$ cat src/rtl/sort_if.sv
// Host-side bus of the sorting memory: load/read port plus start/done handshake.
// The host drives the master modport; sort_top owns the slave modport.
interface sort_if #(
    parameter int DATA_WIDTH = 8,
    parameter int ADDR_WIDTH = 3
);
    logic                  s;
    logic                  done;
    logic [ADDR_WIDTH-1:0] Radd;
    logic [DATA_WIDTH-1:0] datain;
    logic                  wrin;
    logic                  rd;
    logic [DATA_WIDTH-1:0] DOUT;

    modport master (
        output s, Radd, datain, wrin, rd,
        input  done, DOUT
    );

    modport slave (
        input  s, Radd, datain, wrin, rd,
        output done, DOUT
    );
endinterface

$ cat src/rtl/sort_top.sv
// Register-array memory with an in-place ascending bubble sorter, one compare-and-swap per clock.
// Words are unsigned; done is held until the host releases start.
module sort_top #(
    parameter int DATA_WIDTH = 8,
    parameter int ADDR_WIDTH = 3
) (
    input  logic  clk,
    input  logic  rstn,
    sort_if.slave bus
);
    localparam int N = 2 ** ADDR_WIDTH;
    localparam logic [ADDR_WIDTH-1:0] LAST_IDX = ADDR_WIDTH'(N - 2);
    localparam logic [ADDR_WIDTH-1:0] ONE      = ADDR_WIDTH'(1);

    typedef enum logic [1:0] {
        IDLE = 2'd0,
        SORT = 2'd1,
        DONE = 2'd2
    } state_t;

    state_t                state_r;
    logic [DATA_WIDTH-1:0] mem_r [N];
    logic [ADDR_WIDTH-1:0] i_r;
    logic [ADDR_WIDTH-1:0] j_r;
    logic                  done_r;
    logic [DATA_WIDTH-1:0] dout_r;

    logic [DATA_WIDTH-1:0] lo_s;
    logic [DATA_WIDTH-1:0] hi_s;
    logic                  swap_s;
    logic                  pass_end_s;

    assign bus.done = done_r;
    assign bus.DOUT = dout_r;

    // Operand pair for the current compare; the last j of a pass shrinks as i grows.
    always_comb begin
        lo_s       = mem_r[j_r];
        hi_s       = mem_r[j_r + ONE];
        swap_s     = (lo_s > hi_s);
        pass_end_s = (j_r == (LAST_IDX - i_r));
    end

    // Sequencer and memory array: host writes in IDLE, compare-and-swap in SORT.
    always_ff @(posedge clk) begin
        if (!rstn) begin
            for (int k = 0; k < N; k++) begin
                mem_r[k] <= {DATA_WIDTH{1'b0}};
            end
            state_r <= IDLE;
            i_r     <= {ADDR_WIDTH{1'b0}};
            j_r     <= {ADDR_WIDTH{1'b0}};
            done_r  <= 1'b0;
        end else begin
            case (state_r)
                IDLE: begin
                    done_r <= 1'b0;
                    if (bus.wrin) begin
                        mem_r[bus.Radd] <= bus.datain;
                    end
                    if (bus.s) begin
                        state_r <= SORT;
                        i_r     <= {ADDR_WIDTH{1'b0}};
                        j_r     <= {ADDR_WIDTH{1'b0}};
                    end
                end
                SORT: begin
                    if (swap_s) begin
                        mem_r[j_r]       <= hi_s;
                        mem_r[j_r + ONE] <= lo_s;
                    end
                    if (pass_end_s) begin
                        j_r <= {ADDR_WIDTH{1'b0}};
                        if (i_r == LAST_IDX) begin
                            state_r <= DONE;
                            done_r  <= 1'b1;
                        end else begin
                            i_r <= i_r + ONE;
                        end
                    end else begin
                        j_r <= j_r + ONE;
                    end
                end
                DONE: begin
                    if (!bus.s) begin
                        state_r <= IDLE;
                        done_r  <= 1'b0;
                    end else begin
                        done_r  <= 1'b1;
                    end
                end
                default: begin
                    state_r <= IDLE;
                    done_r  <= 1'b0;
                end
            endcase
        end
    end

    // Registered read port, live in every state; sees the pre-edge word on a same-address write.
    always_ff @(posedge clk) begin
        if (!rstn) begin
            dout_r <= {DATA_WIDTH{1'b0}};
        end else if (bus.rd) begin
            dout_r <= mem_r[bus.Radd];
        end else begin
            dout_r <= dout_r;
        end
    end
endmodule

$ cat src/flat_wrapper.sv
// flat-port wrapper written by rule: the top's interface ports become plain ports
module sort_top_flat 
#(
    parameter int DATA_WIDTH = 8,
    parameter int ADDR_WIDTH = 3
)
  (clk, rstn, bus_s, bus_Radd, bus_datain, bus_wrin, bus_rd, bus_done, bus_DOUT);
  sort_if #(.DATA_WIDTH(DATA_WIDTH), .ADDR_WIDTH(ADDR_WIDTH)) bus_i ();
  input  logic clk;
  input  logic rstn;
  input wire logic [$bits(bus_i.s)-1:0] bus_s;
  input wire logic [$bits(bus_i.Radd)-1:0] bus_Radd;
  input wire logic [$bits(bus_i.datain)-1:0] bus_datain;
  input wire logic [$bits(bus_i.wrin)-1:0] bus_wrin;
  input wire logic [$bits(bus_i.rd)-1:0] bus_rd;
  output wire logic [$bits(bus_i.done)-1:0] bus_done;
  output wire logic [$bits(bus_i.DOUT)-1:0] bus_DOUT;
  assign bus_i.s = bus_s;
  assign bus_i.Radd = bus_Radd;
  assign bus_i.datain = bus_datain;
  assign bus_i.wrin = bus_wrin;
  assign bus_i.rd = bus_rd;
  assign bus_done = bus_i.done;
  assign bus_DOUT = bus_i.DOUT;
  sort_top #(.DATA_WIDTH(DATA_WIDTH), .ADDR_WIDTH(ADDR_WIDTH)) u_core (.clk(clk), .rstn(rstn), .bus(bus_i));
endmodule
$ cat config.mk
export PLATFORM = sky130hd
export DESIGN_NAME = sort_top_flat
export DESIGN_NICKNAME = d
export VERILOG_FILES = /design/src/rtl/sort_if.sv /design/src/rtl/sort_top.sv /design/src/flat_wrapper.sv
export SDC_FILE = /design/constraint.sdc
export NUM_CORES = 1
export LEC_CHECK = 0
export ABC_CLOCK_PERIOD_IN_PS = 7900
export BUFFER_PORTS_ARGS = -buffer_cell sky130_fd_sc_hd__buf_4
export CAP_MARGIN = 20
export CELL_PAD_IN_SITES_DETAIL_PLACEMENT = 0
export CELL_PAD_IN_SITES_GLOBAL_PLACEMENT = 1
export CORE_UTILIZATION = 54
export CTS_CLUSTER_SIZE = 28
export DETAILED_ROUTE_END_ITERATION = 8
export PLACE_DENSITY_LB_ADDON = 0.1
export REMOVE_ABC_BUFFERS = 1
export SLEW_MARGIN = 20
export SYNTH_ARGS = -nofsm -noshare
export SYNTH_HDL_FRONTEND = slang
export SYNTH_SLANG_ARGS = --single-unit
$ cat constraint.sdc
create_clock -name clk -period 7.9 [get_ports clk]
set_input_delay 1.185 -clock clk [delete_from_list [all_inputs] [get_ports clk]]
set_output_delay 1.185 -clock clk [all_outputs]
set_load 0.02 [all_outputs]
Word level (Yosys, flattened, before mapping):

Memory sizes are Yosys's and may differ from the RTL's. A register that Yosys moved wholly into a read port is not among the register bits.
Index checks and enable logic that the tools add are counted.

* $add $sub $neg: 3
* order comparisons: 1
* equality and inequality tests: 9
* multiplexer cells: 35
* reduce and logical (&&, ||, !) cells: 10

Operators by type and width (number)
* $mux 3: 9
* $mux 8: 3
* $reduce_or 8->1: 3
* $mux 1: 15
* $pmux 3 s2: 2
* $gt 8x8->1: 1
* $mux 2: 4
* $reduce_and 4->1: 2
* $add 3x1->3 const B: 2
* $ne 2x2->1 const B: 3
* $pmux 2 s3: 1
* $ne 2x1->1 const B: 2
* $reduce_and 2->1: 2
* $eq 3x3->1: 1
* $eq 3x3->1 const B: 1
* $sub 3x3->3 const A: 1
* $eq 2x1->1 const B: 1
* $eq 2x2->1 const B: 1
* $logic_not 2->1: 1
* $pmux 1 s2: 1
* $reduce_bool 2->1: 1
* $logic_not 1->1: 1

* register bits after elaboration: 9
* bits in writable memories: 64
* input bits: 16
* output and inout bits: 9
* logic and storage cells: 63
* memories kept: 1

Memories
* u_core.mem_r: words 8, bits a word 8, rd ports 3, clocked after Yosys merged registers in 2, write ports 8, RTL line sort_top.sv:22 `logic [DATA_WIDTH-1:0] mem_r [N];`

Logic depth before layout (Yosys ltp):

An unclocked memory read counts as a cell.

* depth in word-level cells: 9
* gate-level depth with buffers: 15
* gate-level depth less buffers: 11

Worst setup path after synthesis:

Ideal clock, no wire load.

* path type: flip-flop to flip-flop
* start: register u_core.j_r[1]
* end: memory u_core.mem_r[6][0] (enable)
* setup time: 0.384 ns
* arrival: 3.580 ns
* required time: 7.516 ns
* path slack: 3.936 ns
* stages on the path, launching flop included: 12
* path buffers: 2
* period minus slack after synthesis: 3.964 ns
* cell sequence: dfxtp_1 -> ha_1 -> buf_1 -> mux4_2 -> a21oi_1 -> ha_1 -> and4_1 -> nor2b_1 -> nor3b_1 -> clkbuf_1 -> nor3_1 -> o21ai_0

RTL lines
* start, declared: RTL line sort_top.sv:24 `logic [ADDR_WIDTH-1:0] j_r;`
* start signal, assigned: RTL line sort_top.sv:52 `j_r <= {ADDR_WIDTH{1'b0}};`
* start signal, assigned: RTL line sort_top.sv:64 `j_r <= {ADDR_WIDTH{1'b0}};`
* start signal, assigned: RTL line sort_top.sv:73 `j_r <= {ADDR_WIDTH{1'b0}};`
* end, declared: RTL line sort_top.sv:22

==> out/qor.yml <==
logic_synthesis:
  post_synth_inst_count: 677
  yosysWarningCount: 0
  postSynthAreaPerCell_um2: 10.3
  post_synth_instance_area_um2: 6970
  primary_ff_master_synth: "sky130_fd_sc_hd__edfxtp_1"
  synth.yosys.seq_area_share_pct: 33.3
  synth_enable_flop_cells: 64
  asyncSetResetFlopFracSynth_pct: 0
  synth_seq_cells: 84
  synth_cell_type_count: 65
power:
  post-layout-total-power_mw: 2.09
  max-vdd-ir-drop_uv: 121
  power_density_nw_per_um2: 281
  power.static_leakage_nw: 2.49
die:
  floorplan.core_area_um2: 12600
  fp.dieH_um: 116
  initial_core_utilization_pct: 55.2
  boundaryPins: 25
  die-area_um2: 13400
  row_count: 41
  dieWidth_um: 116
worst_setup_path:
  reg2reg_slack_ps: 1940
  path_max_fanout: 74
  r2r-end: "u_core.mem_r[7][4]"
  path_delay_family: "compound AO/OA/AOI/OAI gates"
  worstSetupStartpoint: "u_core.j_r[0]"
  cp_num_buf_inv: 2
  launching_element_type_of_the_critical_path: "register"
  critical_path.endpoint: "u_core.mem_r[7][4]"
  r2r_start: "u_core.j_r[0]"
  cell_chain_critical_path: "buf_4 -> ha_1 -> xor2_4 -> mux4_1 -> mux2i_1 -> ha_1 -> a41oi_1 -> o21ai_0 -> nor3b_2 -> buf_4 -> o211ai_1 -> nand4_1"
  rr_worst_depth: 12
  setup.worst_path.class: "register to register"
  worst-path-stages: 12
  worst_path_largest_cell_delay_ps: 860
  critical_path.endpoint_type: "register"
  worst_path_max_delay_cell: "sky130_fd_sc_hd__xor2_4"
  worst-endpoint-required_ps: 7850
  crit_arrival_ps: 5910
placement:
  buffer_ports.inserted: 24
  placed_area_um2: 7100
  hpwl_mm: 18.9
  place.gp.congestion: 1.03
clock_network:
  clkLatencyLatePin_ps: 350
  post-cts-setup-buffer-count: 0
  numCtsBuffers: 9
  ctsHtreeMaxLevel: 3
  postCtsResizedCells: 0
  tritoncts_num_sinks: 84
  cts_buffer_depth: 2
  tritoncts: "built"
  ctsRootBufferMaster: "sky130_fd_sc_hd__clkbuf_16"
  clk_transition_reported_paths_ps: 60
  post_cts_hold_buffer_count: 0
sta:
  final-max-slew-violation-count: 0
  timing.max_slew.rel_slack_pct: 24.0
  final_hold_viol_count: 0
  setup_tns_ps: 0
  fmax_ghz: 0.168
  fin_crit_sh_pct: 75.4
  fin_worst_skew_ps: 10.4
  rsz0062_at_grt: "false"
  measured_slew_at_the_worst_slew_check_pin_ps: 1140
  final_setup_viols: 0
  min_cycle_time_layout_ps: 5960
grt:
  grt.total_usage_pct: 40.6
  grt_max_degree: 75
  first_global_vias: 5765
  overflow: 0
  grt_antenna_before_repair: 0
  grt_pass1_wl_mm: 37.9
run_status:
  status: "finished, final reports clean"
routing:
  routed-via-count: 6244
  drt_first_iter_violations: 946
  drt-total-wl_mm: 26.2
  wire_per_inst_um: 31.4
  route.detailed.drc: 0
  detail-route-antenna-nets: 0
  ratio_of_routed_vias_to_standard_cells: 7.49
  detail_route.first_pass.iterations: 7
finish:
  antenna_cells_inserted: 0
  finalInstanceArea_um2: 7420
  syn_to_layout_area_delta_pct: 6.52
  share_of_layout_cells_above_drive_strength_1_pct: 18.4
  final_net_count: 688
run:
  maxCapViolations: 0
min_path:
  hp-class: "register to register"
-- area by class of cell --
| cell class | count | area [um2] |
|---|---|---|
| clock inverters | 4 | 75.1 |
| well taps | 172 | 215 |
| inverters | 15 | 56.3 |
| repair buffers | 37 | 282 |
| clock buffers | 12 | 246 |
| multi-input cells | 510 | 4230 |
| flip-flops and latches | 84 | 2320 |
| fillers | 1097 | 5190 |
-- per-layer routing --
layer,up-vias,share of wire (%),global-route usage (%)
met5,-,0,0
met1,3019,39,54.9
li1,2666,-,-
met2,478,43,58.3
met3,81,13,12.7
met4,0,5.8,21.8
-- layout by cell type (no fill, tap or decap), types with 8 or more instances in the layout --
cell and instances:
sky130_fd_sc_hd__a21oi_1 50, sky130_fd_sc_hd__edfxtp_1 64, sky130_fd_sc_hd__dfxtp_1 20, sky130_fd_sc_hd__a22oi_1 12, sky130_fd_sc_hd__nor3_1 10, sky130_fd_sc_hd__a211oi_1 36, sky130_fd_sc_hd__o221ai_1 24, sky130_fd_sc_hd__nor2b_1 19
sky130_fd_sc_hd__o211ai_1 34, sky130_fd_sc_hd__a32oi_1 8, sky130_fd_sc_hd__o211a_1 8, sky130_fd_sc_hd__clkbuf_16 9, sky130_fd_sc_hd__nand2_1 63, sky130_fd_sc_hd__nand4_1 10, sky130_fd_sc_hd__a221oi_2 8, sky130_fd_sc_hd__nor2_1 37
sky130_fd_sc_hd__mux2i_1 51, sky130_fd_sc_hd__buf_4 36, sky130_fd_sc_hd__ha_1 15, sky130_fd_sc_hd__inv_1 14, sky130_fd_sc_hd__o221ai_2 10, sky130_fd_sc_hd__mux4_2 28
-- worst min-delay path by stage --
stage | start | end | slack [ps] | cells past startpoint
floorplan | u_core.state_r[1] | u_core.state_r[1] | 460 | 2
global placement | u_core.bus.DOUT[5] | u_core.bus.DOUT[5] | 460 | 1
detailed placement | u_core.bus.DOUT[0] | u_core.bus.DOUT[0] | 470 | 1
CTS | u_core.bus.DOUT[0] | u_core.bus.DOUT[0] | 480 | 1
global route | u_core.bus.DOUT[0] | u_core.bus.DOUT[0] | 490 | 1
finish | u_core.bus.DOUT[5] | u_core.bus.DOUT[5] | 480 | 1
-- flip-flops by register name (all words and copies together), names as in the netlist, named ones only --
name,flops
u_core.state_r,2
u_core.bus.DOUT,8
u_core.bus.done,1
u_core.i_r,3
u_core.mem_r,64
u_core.j_r,3
-- synth_stat cells (all sizes together) (10+ instances only) --
| master | n | area share [%] |
|---|---|---|
| a211oi | 36 | 3.9 |
| a21oi | 50 | 3.6 |
| a22oi | 14 | 1.7 |
| buf | 42 | 3.7 |
| clkbuf | 23 | 1.3 |
| dfxtp | 20 | 5.7 |
| edfxtp | 64 | 28 |
| ha | 15 | 2.7 |
| inv | 15 | 0.81 |
| mux2i | 52 | 7.5 |
| mux4 | 31 | 10 |
| nand2 | 64 | 3.4 |
| nand4 | 10 | 0.90 |
| nor2 | 37 | 2.0 |
| nor2b | 19 | 1.7 |
| nor3 | 14 | 1.3 |
| o211ai | 34 | 3.7 |
| o21ai | 10 | 0.72 |
| o221ai | 34 | 5.2 |
-- power breakdown --
group          switching (mW)  internal (mW)
Sequential              0.122          0.579
Combinational           0.589          0.328
Clock                   0.182          0.286
Total                   0.893           1.19
-- stage by stage --
step,utilization [%],cells,setup WS [ps],hold slack [ps]
after floorplan,-,609,-3570,455
after global placement,56.1,816,2260,463
after detailed placement,56.2,817,1990,469
after CTS,58.8,833,2000,484
after global routing,58.8,834,1610,494
final,58.8,834,1940,483
-- logic make-up after synthesis --
kind of cell               count (synthesis)  share of synthesized area [%]
AOI/OAI and AO/OA                        222                           25.1
muxes                                     89                           18.7
DFF                                       84                           33.3
buffers and inverters                     83                           6.21
xor gates and xnor gates                   6                           1.02
and+or+nand+nor                          178                           12.9
adders and majority gates                 15                           2.69
-- worst register-to-register path: cells and delay by family (launching register included) --
| kind | cells | cell delay (ps) |
|---|---|---|
| xor+xnor | 1 | 860 |
| compound gates | 3 | 1140 |
| fa+ha+maj | 2 | 760 |
| mux | 2 | 990 |
| simple gates | 2 | 730 |
| buf+inv | 2 | 780 |
| flops | 1 | 310 |
Note: power is estimated with default switching activity, not from simulation.
